File: config.mk
export PLATFORM = sky130hd
export DESIGN_NAME = ahb_rom_arbiter
export DESIGN_NICKNAME = d
export VERILOG_FILES = /design/src/rtl/ahb_rom_arbiter.sv
export SDC_FILE = /design/constraint.sdc
export NUM_CORES = 1
export LEC_CHECK = 0
export CAP_MARGIN = 15
export CELL_PAD_IN_SITES_DETAIL_PLACEMENT = 2
export CELL_PAD_IN_SITES_GLOBAL_PLACEMENT = 2
export CORE_MARGIN = 10
export CORE_UTILIZATION = 23
export CTS_BUF_LIST = sky130_fd_sc_hd__clkbuf_8
export DETAILED_ROUTE_END_ITERATION = 8
export GPL_TIMING_DRIVEN = 0
export PLACE_DENSITY_LB_ADDON = 0.3
export SLEW_MARGIN = 5
export SYNTH_ARGS = -nofsm -noshare
export SYNTH_HDL_FRONTEND = slang
export SYNTH_SLANG_ARGS = --single-unit
File: constraint.sdc
create_clock -name HCLK -period 2.8 [get_ports HCLK]
set_input_delay 0.7 -clock HCLK [delete_from_list [all_inputs] [get_ports HCLK]]
set_output_delay 0.7 -clock HCLK [all_outputs]
set_load 0.01 [all_outputs]
File: src/rtl/ahb_rom_arbiter.sv
// ---------------------------------------------------------------------------
// ahb_rom_arbiter
//
// Purpose:
//   Two-master AHB-Lite read arbiter sharing one ROM slave whose read data is
//   combinational from its address. Each master's address phase is captured
//   into a pending register and served in a later data phase. A master that
//   is waiting for service is stalled with HREADYx low. Arbitration is either
//   round-robin (RR=1) or fixed priority with master 0 highest (RR=0).
//   WAIT_STATES (0..15) inserts extra data-phase cycles per transfer for
//   slower ROMs.
//
// Ports:
//   HCLK       in   1   bus clock
//   HRESET     in   1   synchronous active-high reset
//   HSEL0      in   1   master 0 slave select
//   HTRANS0    in   2   master 0 transfer type (bit 1 set = NONSEQ/SEQ)
//   HADDR0     in  32   master 0 address
//   HREADY0    out  1   master 0 transfer done / accept next address
//   HRDATA0    out 32   master 0 read data (0 unless completing)
//   HSEL1, HTRANS1, HADDR1, HREADY1, HRDATA1: same, for master 1
//   S_HSEL     out  1   ROM select, high while a grant is active
//   S_HADDR    out 32   captured address of the granted master (0 if idle)
//   S_HRDATA   in  32   ROM read data, combinational from S_HADDR
// ---------------------------------------------------------------------------
module ahb_rom_arbiter #(
  parameter bit          RR          = 1'b1,
  parameter int unsigned WAIT_STATES = 32'd0
) (
  input  logic        HCLK,
  input  logic        HRESET,
  input  logic        HSEL0,
  input  logic [1:0]  HTRANS0,
  input  logic [31:0] HADDR0,
  output logic        HREADY0,
  output logic [31:0] HRDATA0,
  input  logic        HSEL1,
  input  logic [1:0]  HTRANS1,
  input  logic [31:0] HADDR1,
  output logic        HREADY1,
  output logic [31:0] HRDATA1,
  output logic        S_HSEL,
  output logic [31:0] S_HADDR,
  input  logic [31:0] S_HRDATA
);

  // Wait-state reload value and the zero-wait shortcut (transfer completes
  // in the grant cycle itself, so the FSM never leaves ARB).
  localparam logic [3:0] LP_WS      = 4'(WAIT_STATES);
  localparam bit         LP_ZERO_WS = (WAIT_STATES == 32'd0);

  typedef enum logic {
    ST_ARB  = 1'b0,
    ST_XFER = 1'b1
  } state_t;

  // Request capture registers
  logic        r_pend0;
  logic        r_pend1;
  logic [31:0] r_addr0;
  logic [31:0] r_addr1;

  // Arbiter registers
  state_t      r_state;
  logic        r_owner;
  logic [3:0]  r_cnt;
  logic        r_last;

  // Next-state values
  state_t      w_state_nxt;
  logic        w_owner_nxt;
  logic [3:0]  w_cnt_nxt;
  logic        w_last_nxt;

  // Grant / completion decode
  logic        w_gnt_vld;
  logic        w_gnt;
  logic        w_done;
  logic        w_done0;
  logic        w_done1;
  logic        w_cap0;
  logic        w_cap1;

  // HTRANS bit 0 only distinguishes NONSEQ/SEQ and BUSY/IDLE pairs, which
  // this slave treats identically.
  logic        w_unused;
  assign w_unused = ^{HTRANS0[0], HTRANS1[0]};

  // Arbitration and transfer sequencing: grant selection, completion and
  // FSM next state.
  always_comb begin
    w_gnt_vld   = 1'b0;
    w_gnt       = 1'b0;
    w_done      = 1'b0;
    w_state_nxt = r_state;
    w_owner_nxt = r_owner;
    w_cnt_nxt   = r_cnt;
    w_last_nxt  = r_last;
    case (r_state)
      ST_ARB: begin
        w_gnt_vld = r_pend0 | r_pend1;
        if (r_pend0 && r_pend1) begin
          // Tie: round-robin favours whoever did not win last time;
          // fixed priority always picks master 0.
          w_gnt = RR ? ~r_last : 1'b0;
        end else begin
          w_gnt = r_pend1;
        end
        if (w_gnt_vld) begin
          w_last_nxt = w_gnt;
          if (LP_ZERO_WS) begin
            w_done = 1'b1;
          end else begin
            w_state_nxt = ST_XFER;
            w_owner_nxt = w_gnt;
            w_cnt_nxt   = LP_WS;
          end
        end else begin
          w_done = 1'b0;
        end
      end
      ST_XFER: begin
        // Owner is locked for the whole transfer; no re-arbitration.
        w_gnt_vld = 1'b1;
        w_gnt     = r_owner;
        if (r_cnt == 4'd1) begin
          w_done      = 1'b1;
          w_state_nxt = ST_ARB;
          w_cnt_nxt   = 4'd0;
        end else begin
          w_cnt_nxt = r_cnt - 4'd1;
        end
      end
      default: begin
        w_state_nxt = ST_ARB;
        w_cnt_nxt   = 4'd0;
      end
    endcase
  end

  assign w_done0 = w_done & ~w_gnt;
  assign w_done1 = w_done &  w_gnt;

  // A master is ready when it has nothing outstanding or its transfer is
  // finishing now; that also opens the window for its next address phase.
  assign HREADY0 = ~r_pend0 | w_done0;
  assign HREADY1 = ~r_pend1 | w_done1;
  assign HRDATA0 = w_done0 ? S_HRDATA : 32'd0;
  assign HRDATA1 = w_done1 ? S_HRDATA : 32'd0;

  assign S_HSEL  = w_gnt_vld;
  assign S_HADDR = w_gnt_vld ? (w_gnt ? r_addr1 : r_addr0) : 32'd0;

  // Valid address phase accepted this cycle
  assign w_cap0 = HSEL0 & HTRANS0[1] & HREADY0;
  assign w_cap1 = HSEL1 & HTRANS1[1] & HREADY1;

  // Master 0 request register: capture wins over clear so a completing
  // master can issue back-to-back without a bubble.
  always_ff @(posedge HCLK) begin
    if (HRESET) begin
      r_pend0 <= 1'b0;
      r_addr0 <= 32'd0;
    end else if (w_cap0) begin
      r_pend0 <= 1'b1;
      r_addr0 <= HADDR0;
    end else if (w_done0) begin
      r_pend0 <= 1'b0;
    end
  end

  // Master 1 request register, same rules as master 0.
  always_ff @(posedge HCLK) begin
    if (HRESET) begin
      r_pend1 <= 1'b0;
      r_addr1 <= 32'd0;
    end else if (w_cap1) begin
      r_pend1 <= 1'b1;
      r_addr1 <= HADDR1;
    end else if (w_done1) begin
      r_pend1 <= 1'b0;
    end
  end

  // Arbiter state register. last resets to 1 so master 0 wins the first tie;
  // reset mid-transfer simply drops the transfer.
  always_ff @(posedge HCLK) begin
    if (HRESET) begin
      r_state <= ST_ARB;
      r_owner <= 1'b0;
      r_cnt   <= 4'd0;
      r_last  <= 1'b1;
    end else begin
      r_state <= w_state_nxt;
      r_owner <= w_owner_nxt;
      r_cnt   <= w_cnt_nxt;
      r_last  <= w_last_nxt;
    end
  end

endmodule

; Word level (Yosys, flattened, before mapping)
; Index checks and enable logic that the tools add are counted.
[totals]
reg_bits = 72
inputBits = 104
out_inout_bits = 99
word_cells = 45
[op_classes]
n_addsub = 1
n_eq_ne = 1
n_mux = 18
bitwise_logic = 14
reduce_logical = 4
[ops]
columns = cell, count
row1 = $mux 32, 4
row2 = $mux 1, 8
row3 = $mux 4, 2
row4 = $pmux 1 s2, 4
row5 = $and 1x1->1, 6
row6 = $not 1->1, 5
row7 = $eq 4x1->1 const B, 1
row8 = $reduce_bool 2->1, 2
row9 = $sub 4x1->4 const B, 1
row10 = $or 1x1->1, 3
row11 = $reduce_and 2->1, 1
row12 = $logic_and 1x1->1, 1

; Logic depth before layout (Yosys ltp)
; Gate-level depths: netlist (run 1).
[depth]
word_depth = 8
mapped_depth = 7
ltp_nobuf = 5

; Least setup slack after synthesis (run 1)
; Ideal clock, no wire load.
[synth_path]
path_type = flip-flop to output port
from = reg r_cnt[1]
to = out HRDATA0[10]
t_arrival_ns = 1.810
t_required_ns = 2.100
path_slack_ns = 0.290
stages_incl_launch_ff = 8
path_buffers = 2
cell_sequence = dfxtp_1 inv_1 ha_1 or3b_4 and2_2 clkbuf_1 clkbuf_1 nor3b_1
[synth_between]
elab_chain_cells = 5
[synth_lines]
columns = element, line_no
row1 = from (decl), 66  ; logic [3:0] r_cnt;
row2 = from (signal assigned), 196  ; r_cnt <= w_cnt_nxt;
row3 = $eq 4x1->1, 126  ; if (r_cnt == 4'd1) begin
row4 = $mux 1, 126
row5 = $pmux 1 s2, 99  ; case (r_state)
row6 = $and 1x1->1, 141  ; assign w_done0 = w_done & ~w_gnt;
row7 = $mux 32, 148  ; assign HRDATA0 = w_done0 ? S_HRDATA : 32'd0;
row8 = to (decl), 36  ; output logic [31:0] HRDATA0,
; No other way between the ends.

; Final worst setup path (run 1)
[layout_path]
from = reg r_pend1
to = out HRDATA1[8]
[layout_between]
elab_chain_cells = 5
word_cells_on_any_way = 8
cone_classes = mux: 5 / bitwise: 2 / reduce/logical: 1
[layout_lines]
columns = element, line_no
row1 = from (decl), 59  ; logic r_pend1;
row2 = from (signal assigned), 175  ; r_pend1 <= 1'b0;
row3 = from (signal assigned), 178  ; r_pend1 <= 1'b1;
row4 = from (signal assigned), 181  ; r_pend1 <= 1'b0;
row5 = $or 1x1->1 or $logic_and 1x1->1 (tied branches), "101, 102"
row6 = $mux 1 (on tied branches), "109, 102"
row7 = $pmux 1 s2, 99
row8 = $and 1x1->1 (*), 142  ; assign w_done1 = w_done & w_gnt;
row9 = $mux 32 (*), 149  ; assign HRDATA1 = w_done1 ? S_HRDATA : 32'd0;
row10 = to (decl), 41  ; output logic [31:0] HRDATA1,
; Mark *: on every way between the ends. The rest lies on a longest branch, timed or not.

==> results of run 1 <==
-- power by group through the flow --
stage	clock [W]	sequential (W)	combinational, W
2_1_floorplan	0	0.00111	0.000245
3_3_place_gp	0	0.00112	0.000532
4_1_cts	0.000776	0.00110	0.000555
6_report	0.000749	0.00110	0.000554
3_5_place_dp	0	0.00113	0.000552
5_1_grt	0.000808	0.00111	0.000603
-- worst max-delay path: stages, from the launching register on --
cell and delay (ps):
dfxtp_4 390, nor2b_2 180, clkbuf_8 180, clkbuf_4 200, and3_1 180, clkdlybuf4s50_1 560
-- layer usage --
metal	share of wire, %	track usage (%)	wire, µm
met3	4.4	3.794	892
met1	39	17.06	7890
met2	55	29.79	11180
met5	0	0	0
met4	1.3	4.270	268
-- stage by stage --
stage / util [%] / instances / setup TNS [ps] / worst slack, ps / area [µm²]
2_1_floorplan: - / 518 / 0 / 289.6 / 4313
3_3_place_gp: 35.51 / 951 / -26610 / -552.5 / 6598
3_5_place_dp: 35.51 / 951 / -33810 / -596.5 / 6598
4_1_cts: 37.14 / 968 / -41.56 / -10.78 / 6900
5_1_grt: 37.93 / 975 / -536.0 / -59.11 / 7047
6_report: 37.93 / 975 / 0 / 51.51 / 7047
-- what timing repair did --
action	CTS	global route
cloned	0	4
resized for setup	275	51
pin swaps	4	7
endpoints found under the setup margin	98	70
buffers inserted	6	3
-- placed cells by master (no fill, tap or decap), types with 2 or more instances in the layout --
| cell | n |
|---|---|
| nand2b_1 | 131 |
| clkdlybuf4s50_1 | 129 |
| dfxtp_1 | 67 |
| mux2i_1 | 65 |
| a21oi_1 | 34 |
| nand3_1 | 33 |
| o21ai_0 | 33 |
| buf_2 | 33 |
| and3_1 | 32 |
| nor3b_2 | 26 |
| clkbuf_2 | 23 |
| dlygate4sd2_1 | 20 |
| clkbuf_1 | 15 |
| clkbuf_8 | 13 |
| buf_4 | 9 |
| clkbuf_4 | 8 |
| clkdlybuf4s15_1 | 8 |
| nand2_1 | 5 |
| inv_1 | 4 |
| a21oi_2 | 4 |
| nor3b_4 | 4 |
| buf_6 | 4 |
| and2_4 | 3 |
| clkbuf_16 | 3 |
| nor2_1 | 3 |
| buf_8 | 3 |
| dlymetal6s2s_1 | 3 |
| dfxtp_4 | 3 |
| nor3b_1 | 2 |
| dfxtp_2 | 2 |
-- area by class of cell --
| type | count | area (µm²) |
|---|---|---|
| inverter | 4 | 17.52 |
| clock buffer | 11 | 151.4 |
| tap | 234 | 292.8 |
| clock inverter | 2 | 8.758 |
| sequential | 72 | 1455 |
| timing repair buffer | 211 | 1893 |
| buffer | 50 | 359.1 |
| multi-input combinational | 391 | 2869 |
| fill | 2048 | 11530 |
-- state kept, by name, indices dropped and copies added (netlist names) --
register and count:
r_pend0 1, r_cnt 4, r_last 1, r_addr0 32, r_state 1, r_pend1 1, r_addr1 32
-- worst max path at each step --
stage | to | start | cells past startpoint
final | HRDATA1[8] | r_pend1$_SDFFE_PP0P_ | 5
after global routing | HRDATA1[8] | r_pend1$_SDFFE_PP0P_ | 5
after CTS | HRDATA0[27] | r_cnt[1]$_SDFFE_PP0P_ | 7
after floorplan | HRDATA0[10] | r_cnt[1]$_SDFFE_PP0P_ | 7
after global placement | S_HADDR[3] | r_state$_SDFF_PP0_ | 5
after detailed placement | S_HADDR[3] | r_state$_SDFF_PP0_ | 5
-- cells by family after synthesis --
group / after synthesis / synth area share [%]
AND/OR/NAND/NOR: 247 / 35.63
AO/OA/AOI/OAI: 76 / 9.545
flip-flops: 72 / 33.42
multiplexers: 65 / 15.09
buffers and inverters: 56 / 5.744
adder cells (fa/ha/maj): 2 / 0.5801
==> run metrics, run 1 <==
Die ar. 0.02463 mm²; number of remaining DRC errors 0; Post-CTS Hold Fix Bufs 0; first-pass GRT wire length 30020 µm; sw frac 28.12%; clock latency on the worst-skew pair 370 ps; CP endpoint kind primary output; clock power share 31.1%; max_slew headroom 57.99%; starting density of the core 23.21%; yosys warns 0; drt wl/cell 20.75 µm; Syn Area/Cell 8.326 µm²; root buf cell clkbuf_8; Pwr Total 0.002407 W; post-DP HPWL 15850 µm; cell count after synthesis 518; Ports 203; vias in the first global route 5070; final antenna-violating net count 0; Tot GR Track Use 15.79%; core area 0.01858 mm²; htree depth 3; RSZ-0062 raised after global routing true; outcome complete, no violations; LEAKAGE 2.827 nW; # diodes 0; hold path depth 2; final hold violation count 0; via/cell ratio 4.698; proportion of layout cells with a drive suffix above 1 20.24%; Fin Clk Skew 8.275 ps; fmax 363.8 MHz; Pint 0.001730 W; reg2reg path depth 7; Setup crit start kind flop; Net Switching 0.0006769 W; Post-Route WL 20230 µm; flop2flop setup slack 610 ps; CTS tree built; Port Buffers 199; Max IR drop VDD 0.1762 mV; crit path kind flop to primary output; power share of the combinational group 23.0%; fin crit period 2748 ps; antenna violations before repair 0; FF+latch count, synth 72; largest net degree at the start of global routing 11; CP max FO 10; vias post-DR 4581; TritonCTS Buffers 9; sequential power share 45.8%; EDFF count, synth 0; Worst EP arrival 2050 ps; routability cong. 0.7625; Post-Syn Area 0.004313 mm²; Max Cap Viol 0; Post-synth ARST share 0%; worst hold path class flop to flop; Crit Reg-Reg Startpoint r_cnt[1]$_SDFFE_PP0P_; post-synth top area cell dfxtp_1; critical path required time 2100 ps; gr ovfl total 0; Area Overhead vs Synth 63.39%; sequential area share after synthesis 33.42%; largest cells by area after synthesis dfxtp_1 (33%), nand2b_1 (19%), mux2i_1 (15%), nor3b_1 (5.6%), and3_1 (4.6%); final setup fails 0; Max Slew Vio Count 0; most frequent cells after synthesis nand2b_1 (132), dfxtp_1 (72), mux2i_1 (65); final worst path period share 98.16%; ys flop type dfxtp_1; Pre-antenna DRT Iters 4; clk slew on worst S/H paths 70 ps; Unique masters post-synth 28; 1st-iter DRT viols 141; total clock sinks 72; top-area cell type share of the netlist area 33.42%; worst-margin pin slew 630.1 ps; final hold slack 478.4 ps; worst r2r dst r_addr0[20]$_SDFFE_PP0P_; Post-Syn Nets 624; Cell Rows 50; die width 156.9 µm; Die Span Y 156.9 µm; most frequent cell after synthesis nand2b_1; Hold Path End r_addr0[1]$_SDFFE_PP0P_; hold path startpoint r_addr0[1]$_SDFFE_PP0P_; Final nets 845; Max Buffers Root-to-Sink 2; power density cells 341.6 mW/mm²
No activity file was read; power rests on OpenSTA's default activity.
==> run 2: changes to the inputs <==
--- a/config.mk
+++ b/config.mk
@@ -13,7 +13,7 @@
 export CTS_BUF_LIST = sky130_fd_sc_hd__clkbuf_8
 export DETAILED_ROUTE_END_ITERATION = 8
 export GPL_TIMING_DRIVEN = 0
-export PLACE_DENSITY_LB_ADDON = 0.3
+export PLACE_DENSITY = 0.94
 export SLEW_MARGIN = 5
 export SYNTH_ARGS = -nofsm -noshare
 export SYNTH_HDL_FRONTEND = slang
==> run 2 against run 1 <==
Effect of this change:
- first-iteration DRC count is 55% higher
- sequential cell count is the same
- critical path depth grew 2
- non-clock buffer count is 3 higher
- combinational power up 1%
- global-route usage grew 0.97 points
- clock-buffer cell count stayed put
- design area grew 0.64%
- clock skew is 1.1 ps lower
- total power is 5.5% higher
- critical endpoint is now HRDATA0[21]
==> run metrics, run 2 (same netlist as run 1, synthesis figures left out) <==
worst hold path class flop to flop; critical path required time 2100 ps (about the same); fmax 358.5 MHz (-1.5%); TritonCTS Buffers 9 (unchanged); Cell Rows 50 (unchanged); CP max FO 7 (-3); placed insts 951 (unchanged); busiest grt layer met2; total clock sinks 72 (unchanged); sequential power share 43.5% (-2.3 points); Max IR drop VDD 0.2528 mV (+43%); final setup fails 0 (unchanged); starting density of the core 23.21% (unchanged); Pwr Total 0.002539 W (+5.5%); Fin Clk Skew 7.191 ps (-1.084 ps); Setup crit start kind flop; root buf cell clkbuf_8; Die Span Y 156.9 µm (unchanged); # diodes 0 (unchanged); LEAKAGE 3.028 nW (+7.1%); final hold slack 475.7 ps (-2.689 ps); final hold violation count 0 (unchanged); antenna violations before repair 0 (unchanged); Max Slew Vio Count 0 (unchanged); Port Buffers 199 (unchanged); largest net degree at the start of global routing 13 (+2); clk slew on worst S/H paths 80 ps (about the same); met1 usage 18.24% (+1.2 points); Die ar. 0.02463 mm² (unchanged); gr ovfl total 0 (unchanged); power density cells 358.0 mW/mm² (+4.8%); Util after Layout 38.17% (+0.24 points); power share of the combinational group 22.1% (-0.9 points); clock latency on the worst-skew pair 360 ps (about the same); worst-margin pin slew 855.3 ps (+225.2 ps); Worst EP arrival 2090 ps (+40 ps); Ports 203 (unchanged); Post-CTS Hold Fix Bufs 0 (unchanged); Max Buffers Root-to-Sink 2 (unchanged); outcome complete, no violations; final antenna-violating net count 0 (unchanged); post-DP HPWL 16340 µm (+3.1%); Finished Layout Cells 980 (+0.51%); first-pass GRT wire length 31760 µm (+5.8%); CTS tree built; commonest cells after routing, fill and taps aside nand2b_1 (131), clkdlybuf4s50_1 (120), dfxtp_1 (66); Final nets 847 (+0.24%); met2 Use GR 31.77% (+2.0 points); 1st-iter DRT viols 219 (+55%); via/cell ratio 4.697 (about the same); vias post-DR 4603 (+0.48%); htree depth 3 (unchanged); Post-Route WL 21510 µm (+6.3%); number of remaining DRC errors 0 (unchanged); final worst path period share 99.63% (+1.5 points); core area 0.01858 mm² (unchanged); flop2flop setup slack 480 ps (-130 ps); clock power share 34.4% (+3.3 points); proportion of layout cells with a drive suffix above 1 17.83% (-2.4 points); top flop regs r_addr0: 32 flops, r_addr1: 32 flops, r_cnt: 4 flops; most common cell after layout, fill and taps aside nand2b_1; crit path kind flop to primary output; sw frac 27.73% (-0.39 points); drt wl/cell 21.94 µm (+5.8%); CP endpoint kind primary output; die width 156.9 µm (unchanged); Tot GR Track Use 16.76% (+0.97 points); vias in the first global route 5260 (+3.7%); Pre-antenna DRT Iters 4 (unchanged); max_slew headroom 42.98% (-15 points); Max Cap Viol 0 (unchanged); Net Switching 0.0007040 W (+4.0%); routability cong. 0.7674 (+0.64%); fin crit period 2790 ps (+41.27 ps); Area Overhead vs Synth 64.43%; met3 Track Usage GR 3.794% (unchanged); RSZ-0062 raised after global routing true; Pint 0.001835 W (+6.0%)
## run 2: cell count changes in the layout (fill, tap and decap cells not counted), moves of 2 or more
cell,delta
buf_6,-4
clkbuf_2,-13
buf_2,+3
nor3b_2,-14
dlygate4sd2_1,+16
clkinvlp_4,+3
dlymetal6s2s_1,+8
buf_8,+3
clkdlybuf4s15_1,-7
and2_4,-2
nor3b_1,+13
clkdlybuf4s50_1,-9
buf_4,+5
## run 2: repair_timing
item / in CTS / in global routing
resized for setup: 267 / 37
endpoints found under the setup margin: 98 / 57
endpoints found under the hold margin: 0 / 0
pin swaps: 6 / 3
buffers inserted: 9 / 5
cloned: 1 / 1
## run 2: final timing paths
kind                           start  cells past startpoint                       end
min          r_addr0[8]$_SDFFE_PP0P_                      2   r_addr0[8]$_SDFFE_PP0P_
max            r_cnt[1]$_SDFFE_PP0P_                      7               HRDATA0[21]
min reg2reg  r_addr0[8]$_SDFFE_PP0P_                      2   r_addr0[8]$_SDFFE_PP0P_
max reg2reg    r_cnt[1]$_SDFFE_PP0P_                      8  r_addr0[18]$_SDFFE_PP0P_
## run 2: worst max-delay path, stage by stage, from the launching register on
cell and delay, ps:
dfxtp_2 330, inv_2 70, ha_4 120, or3b_4 380, and2_4 240, clkbuf_16 180
nor3b_4 220, buf_2 180
## run 2: area by class of cell
| type | count | area, µm² |
|---|---|---|
| buffer | 49 | 347.8 |
| fill | 2065 | 11490 |
| multi-input combinational | 390 | 2795 |
| timing repair buffer | 215 | 1977 |
| inverter | 4 | 15.01 |
| clock buffer | 11 | 151.4 |
| sequential | 72 | 1456 |
| clock inverter | 5 | 56.30 |
| tap | 234 | 292.8 |
## run 2: metal layers
layer / wire, µm / vias to the layer above
met2: 11550 / 98
met4: 377 / 0
li1: - / 2210
met1: 8626 / 2273
met3: 955 / 22
met5: 0 / -
## run 2: per-stage QoR
stage	worst slack, ps	cell area, µm²	setup TNS (ps)
5_1_grt	-70.04	7092	-687.2
6_report	10.24	7092	0
3_3_place_gp	-578.2	6598	-29380
3_5_place_dp	-659.9	6598	-34710
2_1_floorplan	289.6	4313	0
4_1_cts	-5.917	6920	-5.917
## run 2: power by group through the flow
stage                     Sequential [W]  Clock (W)  Combinational (W)
after CTS                        0.00110   0.000897           0.000561
after floorplan                  0.00111          0           0.000245
final                            0.00110   0.000873           0.000562
after detailed placement         0.00113          0           0.000557
after global routing             0.00111   0.000936           0.000608
after global placement           0.00112          0           0.000538
